`src/rtl/grid_writer_pkg.sv`:
```
// Shared grid definitions for the GridData write side (grid_writer) and the VGA read side.
// Holds grid geometry, address widths, the command op encodings and the writer FSM states.
package grid_writer_pkg;

  localparam int unsigned GridW  = 64;
  localparam int unsigned GridH  = 64;
  localparam int unsigned CoordW = 6;
  localparam int unsigned AddrW  = 12;
  localparam int unsigned ColorW = 4;

  typedef enum logic [1:0] {
    OpCell  = 2'b00,
    OpRect  = 2'b01,
    OpClear = 2'b10,
    OpNop   = 2'b11
  } op_e;

  typedef enum logic [1:0] {
    StIdle,
    StCell,
    StRect,
    StClear
  } state_e;

  // Linear GridData address: row-major, x in the low bits.
  function automatic logic [AddrW-1:0] grid_addr(input logic [CoordW-1:0] y,
                                                 input logic [CoordW-1:0] x);
    return {y, x};
  endfunction

  function automatic logic [CoordW-1:0] coord_min(input logic [CoordW-1:0] a,
                                                  input logic [CoordW-1:0] b);
    return (a < b) ? a : b;
  endfunction

  function automatic logic [CoordW-1:0] coord_max(input logic [CoordW-1:0] a,
                                                  input logic [CoordW-1:0] b);
    return (a > b) ? a : b;
  endfunction

endpackage

```
`src/rtl/grid_scan_counter.sv`:
```
// Raster x/y counter over an inclusive rectangle [x_min..x_max] x [y_min..y_max].
// Ports:
//   clk_i, rst_ni      clock, asynchronous active-low reset (counters go to 0)
//   load_i             capture bounds and park at (x_min_i, y_min_i)
//   step_i             advance to the next position, x fastest
//   x_*_i, y_*_i       rectangle bounds, valid while load_i is high
//   x_nxt_o, y_nxt_o   position the next step moves to
//   last_o             current position is the final cell of the rectangle
module grid_scan_counter
  import grid_writer_pkg::*;
(
  input  logic              clk_i,
  input  logic              rst_ni,
  input  logic              load_i,
  input  logic              step_i,
  input  logic [CoordW-1:0] x_min_i,
  input  logic [CoordW-1:0] x_max_i,
  input  logic [CoordW-1:0] y_min_i,
  input  logic [CoordW-1:0] y_max_i,
  output logic [CoordW-1:0] x_nxt_o,
  output logic [CoordW-1:0] y_nxt_o,
  output logic              last_o
);

  logic [CoordW-1:0] x_q, x_d, y_q, y_d;
  logic [CoordW-1:0] x_min_q, x_min_d, x_max_q, x_max_d, y_max_q, y_max_d;
  logic              row_end;

  // Row/grid ends come from bound compares, so a 0..63 scan never relies on 6-bit overflow.
  always_comb begin
    row_end = (x_q == x_max_q);
    x_nxt_o = row_end ? x_min_q : x_q + 6'd1;
    y_nxt_o = row_end ? y_q + 6'd1 : y_q;
    last_o  = row_end && (y_q == y_max_q);

    x_d     = x_q;
    y_d     = y_q;
    x_min_d = x_min_q;
    x_max_d = x_max_q;
    y_max_d = y_max_q;
    if (load_i) begin
      x_d     = x_min_i;
      y_d     = y_min_i;
      x_min_d = x_min_i;
      x_max_d = x_max_i;
      y_max_d = y_max_i;
    end else if (step_i && !last_o) begin
      x_d = x_nxt_o;
      y_d = y_nxt_o;
    end
  end

  always_ff @(posedge clk_i or negedge rst_ni) begin
    if (!rst_ni) begin
      x_q     <= '0;
      y_q     <= '0;
      x_min_q <= '0;
      x_max_q <= '0;
      y_max_q <= '0;
    end else begin
      x_q     <= x_d;
      y_q     <= y_d;
      x_min_q <= x_min_d;
      x_max_q <= x_max_d;
      y_max_q <= y_max_d;
    end
  end

endmodule

```
`src/rtl/grid_writer.sv`:
```
// GridData writer: executes cell / rect-fill / clear-all commands as one write per cycle.
// Ports:
//   iVGA_CLK, iRST_n          clock, asynchronous active-low reset
//   cmd_valid/cmd_ready       command handshake; cmd_op, cmd_x0/y0/x1/y1, cmd_color
//   wren_gridData, data_gridData, wraddress_gridData   registered GridData write port
//   busy                      operation in progress (inverse of cmd_ready)
//   done                      one-cycle pulse the cycle after the final write
module grid_writer
  import grid_writer_pkg::*;
#(
  parameter int unsigned       GRID_W         = GridW,
  parameter int unsigned       GRID_H         = GridH,
  parameter logic [ColorW-1:0] CLEAR_COLOR    = 4'd0,
  parameter int unsigned       CLEAR_ON_RESET = 1
) (
  input  logic              iVGA_CLK,
  input  logic              iRST_n,
  input  logic              cmd_valid,
  output logic              cmd_ready,
  input  logic [1:0]        cmd_op,
  input  logic [CoordW-1:0] cmd_x0,
  input  logic [CoordW-1:0] cmd_y0,
  input  logic [CoordW-1:0] cmd_x1,
  input  logic [CoordW-1:0] cmd_y1,
  input  logic [ColorW-1:0] cmd_color,
  output logic              wren_gridData,
  output logic [ColorW-1:0] data_gridData,
  output logic [AddrW-1:0]  wraddress_gridData,
  output logic              busy,
  output logic              done
);

  localparam logic [CoordW-1:0] XLast = CoordW'(GRID_W - 1);
  localparam logic [CoordW-1:0] YLast = CoordW'(GRID_H - 1);

  state_e            state_q, state_d;
  logic              wren_q, wren_d, done_q, done_d;
  logic [ColorW-1:0] data_q, data_d, color_q, color_d;
  logic [AddrW-1:0]  addr_q, addr_d;
  // Requests the power-up clear; set by reset so an aborted clear restarts from 0.
  logic              clr_pend_q, clr_pend_d;

  logic              cnt_load, cnt_step, cnt_last;
  logic [CoordW-1:0] ld_x_min, ld_x_max, ld_y_min, ld_y_max, x_nxt, y_nxt;

  // Held low while the power-up clear is pending so no command can slip in unseen.
  assign cmd_ready          = (state_q == StIdle) && !clr_pend_q;
  assign busy               = ~cmd_ready;
  assign wren_gridData      = wren_q;
  assign data_gridData      = data_q;
  assign wraddress_gridData = addr_q;
  assign done               = done_q;

  grid_scan_counter u_scan (
    .clk_i   (iVGA_CLK),
    .rst_ni  (iRST_n),
    .load_i  (cnt_load),
    .step_i  (cnt_step),
    .x_min_i (ld_x_min),
    .x_max_i (ld_x_max),
    .y_min_i (ld_y_min),
    .y_max_i (ld_y_max),
    .x_nxt_o (x_nxt),
    .y_nxt_o (y_nxt),
    .last_o  (cnt_last)
  );

  always_comb begin
    state_d    = state_q;
    wren_d     = 1'b0;
    done_d     = 1'b0;
    data_d     = data_q;
    addr_d     = addr_q;
    color_d    = color_q;
    clr_pend_d = clr_pend_q;
    cnt_load   = 1'b0;
    cnt_step   = 1'b0;
    ld_x_min   = coord_min(cmd_x0, cmd_x1);
    ld_x_max   = coord_max(cmd_x0, cmd_x1);
    ld_y_min   = coord_min(cmd_y0, cmd_y1);
    ld_y_max   = coord_max(cmd_y0, cmd_y1);

    unique case (state_q)
      StIdle: begin
        if (clr_pend_q || (cmd_valid && op_e'(cmd_op) == OpClear)) begin
          clr_pend_d = 1'b0;
          state_d    = StClear;
          ld_x_min   = '0;
          ld_x_max   = XLast;
          ld_y_min   = '0;
          ld_y_max   = YLast;
          cnt_load   = 1'b1;
          wren_d     = 1'b1;
          data_d     = CLEAR_COLOR;
          addr_d     = '0;
        end else if (cmd_valid) begin
          unique case (op_e'(cmd_op))
            OpCell: begin
              state_d = StCell;
              wren_d  = 1'b1;
              data_d  = cmd_color;
              addr_d  = grid_addr(cmd_y0, cmd_x0);
            end
            OpRect: begin
              // First write goes out with acceptance; the counter then walks the rest.
              state_d  = StRect;
              cnt_load = 1'b1;
              wren_d   = 1'b1;
              data_d   = cmd_color;
              color_d  = cmd_color;
              addr_d   = grid_addr(ld_y_min, ld_x_min);
            end
            OpNop:   done_d = 1'b1;
            default: ;
          endcase
        end
      end
      StCell: begin
        done_d  = 1'b1;
        state_d = StIdle;
      end
      StRect, StClear: begin
        if (cnt_last) begin
          done_d  = 1'b1;
          state_d = StIdle;
        end else begin
          cnt_step = 1'b1;
          wren_d   = 1'b1;
          data_d   = (state_q == StRect) ? color_q : CLEAR_COLOR;
          addr_d   = grid_addr(y_nxt, x_nxt);
        end
      end
      default: state_d = StIdle;
    endcase
  end

  always_ff @(posedge iVGA_CLK or negedge iRST_n) begin
    if (!iRST_n) begin
      state_q    <= StIdle;
      wren_q     <= 1'b0;
      done_q     <= 1'b0;
      data_q     <= '0;
      addr_q     <= '0;
      color_q    <= '0;
      clr_pend_q <= (CLEAR_ON_RESET != 0);
    end else begin
      state_q    <= state_d;
      wren_q     <= wren_d;
      done_q     <= done_d;
      data_q     <= data_d;
      addr_q     <= addr_d;
      color_q    <= color_d;
      clr_pend_q <= clr_pend_d;
    end
  end

endmodule

```
`config.mk`:
```
export PLATFORM = sky130hd
export DESIGN_NAME = grid_writer
export DESIGN_NICKNAME = d
export VERILOG_FILES = /design/src/rtl/grid_writer_pkg.sv /design/src/rtl/grid_scan_counter.sv /design/src/rtl/grid_writer.sv
export SDC_FILE = /design/constraint.sdc
export NUM_CORES = 1
export LEC_CHECK = 0
export BUFFER_PORTS_ARGS = -buffer_cell sky130_fd_sc_hd__buf_2
export CORE_MARGIN = 2
export CORE_UTILIZATION = 57
export DETAILED_ROUTE_END_ITERATION = 10
export GPL_ROUTABILITY_DRIVEN = 0
export PLACE_DENSITY = 0.8
export SYNTH_ARGS = -nofsm -noshare
export SYNTH_HDL_FRONTEND = slang
export SYNTH_SLANG_ARGS = --single-unit
```
`constraint.sdc`:
```
create_clock -name iVGA_CLK -period 2.63 [get_ports iVGA_CLK]
set_clock_uncertainty 0.2 [all_clocks]
set_input_delay 0.3945 -clock iVGA_CLK [delete_from_list [all_inputs] [get_ports iVGA_CLK]]
set_output_delay 0.3945 -clock iVGA_CLK [all_outputs]
set_load 0.01 [all_outputs]
```
# Word-level counts from Yosys, hierarchy flattened
# Index checks and enable logic that the tools add are counted.
# op_classes
n_eq_ne,13
n_reduce_logical,18
mux,49
add_sub_neg,2
bitwise,2
n_lt_le_gt_ge,4
# ops
op,count
$mux W6,18
$pmux W12 S2,2
$mux W12,3
$mux W4,5
$mux W1,13
$add A6 B1 Y6 const B,2
$eq A6 B6 Y1,2
$gt A6 B6 Y1,2
$lt A6 B6 Y1,2
$reduce_and A4 Y1,3
$eq A2 B2 Y1 const B,4
$pmux W4 S2,1
$mux W2,3
$ne A3 B2 Y1 const B,2
$pmux W2 S3,1
$eq A2 B1 Y1 const B,2
$logic_and A1 B1 Y1,4
$logic_not A2 Y1,2
$ne A2 B2 Y1 const B,2
$ne A4 B1 Y1 const B,1
$pmux W2 S2,1
$reduce_bool A2 Y1,2
$reduce_or A2 Y1,2
$pmux W1 S3,1
6 further kinds,8
# word_totals
inputBits,33
word_cells,100
regBits,55
out_inout_bits,20

# Depth between registers and ports, before layout
# Gate-level depths: netlist (run 1).
# logic_depth
ltp_word,7
depth_mapped,10
depth_no_buf,8

# By module
# Synthesis (run 1) repeated with hierarchy kept, for this count alone.
# unflattened
hier_cells,415
hier_area_um2,3862.5
# by_module_without_submodules
module,seq_area_each_um2,area_per_inst_um2,cells_each,n_inst
grid_writer,626.9,2055.7,241,1
grid_scan_counter,750.7,1806.7,174,1

# Worst setup path before layout (run 1)
# Ideal clock, no wire load.
# synth_path
kind,input-to-reg
startpoint,in cmd_x1[2]
endpoint,reg u_scan.x_q[0]
t_required_ps,2309
path_slack_ps,279
n_path_buf,1
arrival_time_ps,2030
setup_time_ps,121
stages,9
cell_sequence,inv_1 -> ha_1 -> a21oi_1 -> a21oi_1 -> a211oi_1 -> buf_2 -> mux2i_1 -> o32ai_1 -> a22o_1
# synth_between
elab_chain_cells,5
# synth_lines
element,line_no,rtl
start: declaration,grid_writer.sv:23,"input logic [CoordW-1:0] cmd_x1,"
$lt A6 B6 Y1 (*),grid_writer_pkg.sv:33,return (a < b) ? a : b;
$mux W6 (*),grid_writer_pkg.sv:33,
$mux W6,grid_writer.sv:85,if (clr_pend_q || (cmd_valid && op_e'(cmd_op) == OpClear)) begin
$mux W6 (*),grid_writer.sv:83,unique case (state_q)
$mux W6 (*),grid_scan_counter.sv:41,if (load_i) begin
end signal: assignment,grid_scan_counter.sv:55,x_q <= '0;
end signal: assignment,grid_scan_counter.sv:61,x_q <= x_d;
end: declaration,grid_scan_counter.sv:25,"logic [CoordW-1:0] x_q, x_d, y_q, y_d;"
# Mark *: on every way between the ends. The rest lies on a longest branch, timed or not.
# A chain may end at the register's enable or synchronous reset.

# Worst setup path after layout (run 1)
# layout_path
startpoint,reg u_scan.x_q[3]
endpoint,reg u_scan.x_q[4]
# layout_between
elab_chain_cells,6
word_cells_on_any_way,11
classes_between,1 x add/sub; 1 x eq/ne; 5 x mux; 4 x reduce/logical
# layout_lines
element
branches (longest 6 deep; another with $add A6 B1 Y6)
# Parallel ways; which one is timed is not known. The select of a mux whose other input is x is not followed.

==> results.json, run 1 <==
{
  "worst_setup_path_end_kind": "register",
  "netlist_top_cells_count": "dfrtp_1, nand2_1, mux2i_1",
  "finish.net_count": 480,
  "ys_types": 57,
  "syn_to_final_growth_pct": 16.2,
  "period_share": 0.899,
  "worst_slew_pin_slew_ps": 771,
  "place_area_sq_um": 3900,
  "yosysTopAreaCellShare": 0.391,
  "grt_start_max_net_pins": 30,
  "yosys.area.top_type": "dfrtp_1",
  "avgRoutedWirePerCell_um": 17.2,
  "grtUsageTotal": 0.285,
  "final.min_clock_period_ps": 2360,
  "setup_viol": 0,
  "post_cts_buffers": 0,
  "core_area_sq_um": 5890,
  "die_h_um": 81.9,
  "insertedDiodeCount": 0,
  "drt_first_pass_iters": 6,
  "finalMaxSlewViolations": 0,
  "syn_nets": 418,
  "cp_cell_sequence": "xnor2_1, nand4_2, nor2_2, buf_4, mux2i_1, o221ai_1, o21a_1",
  "start_kind": "register",
  "h-tree-depth": 2,
  "slowest_delay_ps": 450,
  "yosys_warnings": 0,
  "hold_viol_final": 0,
  "vias_per_cell": 6.13,
  "synth_flop_cell": "dfrtp_1",
  "cts_tree": "yes",
  "drt-total-wl_um": 8730,
  "relSlewSlack": 0.482,
  "drt_iter0_drc": 221,
  "cts.sinks": 55,
  "yosysSeqAreaShare": 0.399,
  "drive_gt1_frac": 0.217,
  "synth_area_leaders": "dfrtp_1, mux2i_1, ha_1",
  "grt_setup_unrepaired": "false",
  "cts_buffers": 5,
  "cp_max_fo": 5,
  "grt_pass1_wl_um": 14500,
  "cp_slowest_cell": "dfrtp_1",
  "tns_ps": 0,
  "power_leakage_nw": 1.94,
  "rows": 28,
  "clock_latency_ps": 310,
  "clk_path_buf_depth": 2,
  "hold_class": "in2reg",
  "start_util": 0.587,
  "fmax_mhz": 423,
  "die_area_sq_um": 6700,
  "status": "completed",
  "cap_violations": 0,
  "synth_edf_count": 0,
  "stdcell_area_sq_um": 4010,
  "portBuffers": 52,
  "critical_path_class": "reg2reg",
  "worst_ep_required_time_ps": 2640,
  "async_flop_share": 1.00,
  "cts-root-buf": "clkbuf_8",
  "drc": 0,
  "hold_ws_ps": 83.0,
  "synth_cells": 371,
  "antenna_found_initial": 0,
  "ys_ff_latch": 55,
  "power-per-cell-area_nw_per_um2": 737,
  "ir_worst_vdd_uv": 543,
  "grt_pass1_vias": 3104,
  "syn_area_sq_um": 3450,
  "yosysMostFrequentCell": "dfrtp_1",
  "ios": 53,
  "avgSynthCellArea_sq_um": 9.31,
  "post-dp-hpwl_um": 6720,
  "via_count": 3118,
  "die_x_um": 81.9,
  "gr-total-overflow": 0,
  "worstPathArrival_ps": 2370,
  "ant_nets": 0,
  "path_clk_slew_ps": 100
}
==> final timing paths <==
check | start | end | slack [ps] | depth (start not counted)
max | u_scan.x_q[3] | u_scan.x_q[4] | 270 | 7
min | cmd_color[1] | color_q[1] | 80 | 3
max reg2reg | u_scan.x_q[3] | u_scan.x_q[4] | 270 | 7
min reg2reg | wraddress_gridData[11] | wraddress_gridData[11] | 280 | 2
max in group asynchronous | iRST_n | clr_pend_q | 1250 | 3
min in group asynchronous | iRST_n | data_gridData[3] | 320 | 2
==> power breakdown <==
part	leakage, nW	switching [mW]	internal, mW
logic	1.21	0.675	0.619
clock network	0.0484	0.266	0.216
registers	0.685	0.148	1.03
total	1.94	1.09	1.87
==> registers in the layout, summed over array words and instances (netlist names) <==
name / cells
clr_pend_q: 1
color_q: 4
data_gridData: 4
done: 1
state_q: 2
u_scan.x_max_q: 6
u_scan.x_min_q: 6
u_scan.x_q: 6
u_scan.y_max_q: 6
u_scan.y_q: 6
wraddress_gridData: 12
wren_gridData: 1
==> cells in the final DEF, fill, tap and decap left out, types with 2 or more instances in the layout <==
| cell | n |
|---|---|
| buf_4 | 22 |
| xnor2_1 | 15 |
| a21o_1 | 3 |
| a22o_1 | 10 |
| o21a_1 | 6 |
| nand3_1 | 12 |
| nor2b_1 | 2 |
| nand2b_1 | 2 |
| o32a_1 | 3 |
| nand3b_1 | 2 |
| o221ai_1 | 4 |
| buf_2 | 52 |
| a21oi_1 | 28 |
| nor2_1 | 26 |
| a221o_1 | 6 |
| dfrtp_1 | 54 |
| nand2_1 | 40 |
| nand4_1 | 2 |
| a22oi_1 | 4 |
| inv_1 | 20 |
| o21ai_0 | 16 |
| xor2_1 | 3 |
| o31ai_1 | 4 |
| nor3_1 | 5 |
| and3_1 | 3 |
| a211oi_1 | 2 |
| o22ai_1 | 4 |
| a221oi_1 | 4 |
| clkbuf_8 | 6 |
| mux2i_1 | 29 |
| ha_1 | 14 |
| o211ai_1 | 2 |
==> layout make-up <==
type                    count  area (sq um)
multi-input cells         274          1910
well taps                  75          93.8
flip-flops and latches     55          1380
inverters                  21          81.3
repair buffers             76           455
clock buffers               7          86.3
clock inverters             1          8.76
fillers                   472          1870
==> worst max-delay path: cells and delay by family, from the launching register on <==
family / cells / cell delay, ps
xor gates and xnor gates: 1 / 190
DFF: 1 / 450
buffers and inverters: 1 / 200
and+or+nand+nor: 2 / 530
AOI/OAI and AO/OA: 2 / 330
muxes: 1 / 370
==> kinds of logic (layout without fill, tap and decap cells) <==
family,Yosys count,count (layout),share of synthesized area
compound gates,106,106,0.220
xor+xnor,18,18,0.0456
fa+ha+maj,14,14,0.0507
buf+inv,42,105,0.0522
flops,55,55,0.399
mux,30,30,0.0873
simple gates,106,106,0.145
==> metrics by stage <==
| stage | power (mW) | setup WS [ps] | instances | util |
|---|---|---|---|---|
| CTS | 2.97 | 133 | 509 | 0.680 |
| detailed placement | 2.47 | 64.9 | 500 | 0.663 |
| floorplan | 2.02 | 279 | 371 | - |
| global route | 3.15 | 108 | 509 | 0.682 |
| global placement | 2.45 | 138 | 500 | 0.663 |
| finish | 2.96 | 267 | 509 | 0.682 |
==> metal layers <==
layer	GRT usage	routed length (um)
met5	0	0
met4	0.150	390
met1	0.350	3610
met2	0.480	4180
met3	0.0462	547
==> timing repair <==
item,4_1_cts,5_1_grt
endpoints found under the hold margin,15,0
setup endpoints to repair,0,5
hold buffers,1,0
gates resized for setup,0,2
Note: power is estimated with default switching activity, not from simulation.
==> run 2, diff against run 1 <==
MAX_ROUTING_LAYER = met4   (was unset)
==> run 2 against run 1 <==
Worst setup slack better by 3.6 ps. Sequential cell count stayed put. Critical path depth stayed put. Sequential share of layout area stayed put. Critical endpoint unchanged. Largest power group unchanged.
==> results.json, run 2 (synthesized netlist as in run 1, its figures left out) <==
{
  "worstPathArrival_ps": 2360,
  "hold_class": "in2reg",
  "wl_met2_um": 4190,
  "layout_commonest_cell": "dfrtp_1",
  "cp_cell_sequence": "xnor2_1, nand4_2, nor2_2, buf_4, mux2i_1, o221ai_1, o21a_1",
  "period_share": 0.897,
  "place_ws_ps": 64.9,
  "highest_layer": "met4",
  "grt_start_max_net_pins": 30,
  "power-per-cell-area_nw_per_um2": 738,
  "largest_reg_flops": 12,
  "antenna_found_initial": 0,
  "grt_pass1_wl_um": 14500,
  "post-dp-hpwl_um": 6720,
  "final.min_clock_period_ps": 2360,
  "fillers": 472,
  "clk_path_buf_depth": 2,
  "worst_setup_path_end_kind": "register",
  "cts-root-buf": "clkbuf_8",
  "syn_to_final_growth_pct": 16.2,
  "start_kind": "register",
  "met1Wirelength_um": 3600,
  "finish.net_count": 480,
  "vias_per_cell": 6.11,
  "hold_viol_final": 0,
  "start_util": 0.587,
  "gr-total-overflow": 0,
  "die_area_sq_um": 6700,
  "setup_viol": 0,
  "critPathBufInv": 1,
  "cts_tree": "yes",
  "cap_violations": 0,
  "power_leakage_nw": 1.94,
  "wl_met3_um": 562,
  "worst_slew_pin_slew_ps": 783,
  "via_count": 3111,
  "timing.final.ws_setup_ps": 270,
  "cts_buffers": 5,
  "rows": 28,
  "cts.sinks": 55,
  "avgRoutedWirePerCell_um": 17.2,
  "drc": 0,
  "critical_path_class": "reg2reg",
  "cp_max_fo": 5,
  "status": "completed",
  "insertedDiodeCount": 0,
  "path_delay_family": "simple AND/OR/NAND/NOR gates",
  "relSlewSlack": 0.474,
  "h-tree-depth": 2,
  "grt_pass1_vias": 3112,
  "core_area_sq_um": 5890,
  "ios": 53,
  "drt-total-wl_um": 8740,
  "path_clk_slew_ps": 100,
  "die_h_um": 81.9,
  "drt_iter0_drc": 229,
  "final_cell_mix": "dfrtp_1, buf_2, nand2_1",
  "finalMaxSlewViolations": 0,
  "drt_first_pass_iters": 8,
  "portBuffers": 52,
  "grt_setup_unrepaired": "false",
  "worst_ep_required_time_ps": 2640,
  "ir_worst_vdd_uv": 543,
  "drive_gt1_frac": 0.217,
  "slowest_delay_ps": 450,
  "tns_ps": 0,
  "cp_slowest_cell": "dfrtp_1",
  "fmax_mhz": 424,
  "die_x_um": 81.9,
  "clock_latency_ps": 310,
  "grtUsageTotal": 0.293,
  "ant_nets": 0
}
-- run 2: path summary, 6_finish.rpt --
| kind | depth (start not counted) | to | from | slack [ps] |
|---|---|---|---|---|
| min in group asynchronous | 2 | data_gridData[3] | iRST_n | 320 |
| max | 7 | u_scan.x_q[4] | u_scan.x_q[3] | 270 |
| min | 3 | color_q[1] | cmd_color[1] | 90 |
| max in group asynchronous | 3 | clr_pend_q | iRST_n | 1240 |
| max reg2reg | 7 | u_scan.x_q[4] | u_scan.x_q[3] | 270 |
| min reg2reg | 2 | wraddress_gridData[11] | wraddress_gridData[11] | 280 |
-- run 2: layout make-up --
| type | count | area [sq um] | area share |
|---|---|---|---|
| Sequential cell | 55 | 1380 | 0.343 |
| Tap cell | 75 | 93.8 | 0.0234 |
| Clock buffer | 7 | 86.3 | 0.0215 |
| Inverter | 21 | 81.3 | 0.0203 |
| Timing Repair Buffer | 76 | 455 | 0.114 |
| Clock inverter | 1 | 8.76 | 0.00218 |
| Multi-Input combinational cell | 274 | 1910 | 0.476 |
-- run 2: worst reg2reg max path, cell delays in order (launching register included) --
cell,delay [ps]
dfrtp_1,450
xnor2_1,190
nand4_2,240
nor2_2,290
buf_4,200
mux2i_1,370
o221ai_1,200
o21a_1,130
-- run 2: repair_timing --
action	in CTS	in global routing
hold endpoints to repair	15	0
setup endpoints to repair	0	5
buffers inserted	0	0
hold buffers	1	0
resized for setup	0	2
-- run 2: where the power goes --
| part | total (mW) | switching (mW) | internal [mW] |
|---|---|---|---|
| Combinational | 1.29 | 0.675 | 0.619 |
| Sequential | 1.18 | 0.149 | 1.03 |
| Clock | 0.484 | 0.268 | 0.216 |
| Total | 2.96 | 1.09 | 1.87 |
-- run 2: per-layer routing --
metal,global-route usage,vias to the layer above
met5,-,-
li1,-,1464
met1,0.348,1478
met2,0.482,136
met4,0.150,0
met3,0.0462,33
-- run 2: stage by stage --
step	hold slack [ps]	total power [mW]	area [sq um]	utilization	cells
4_1_cts	75.7	2.97	4010	0.680	509
3_5_place_dp	127	2.47	3900	0.663	500
2_1_floorplan	-101	2.02	3450	-	371
3_3_place_gp	126	2.45	3900	0.663	500
5_1_grt	105	3.15	4010	0.682	509
6_report	87.0	2.96	4010	0.682	509
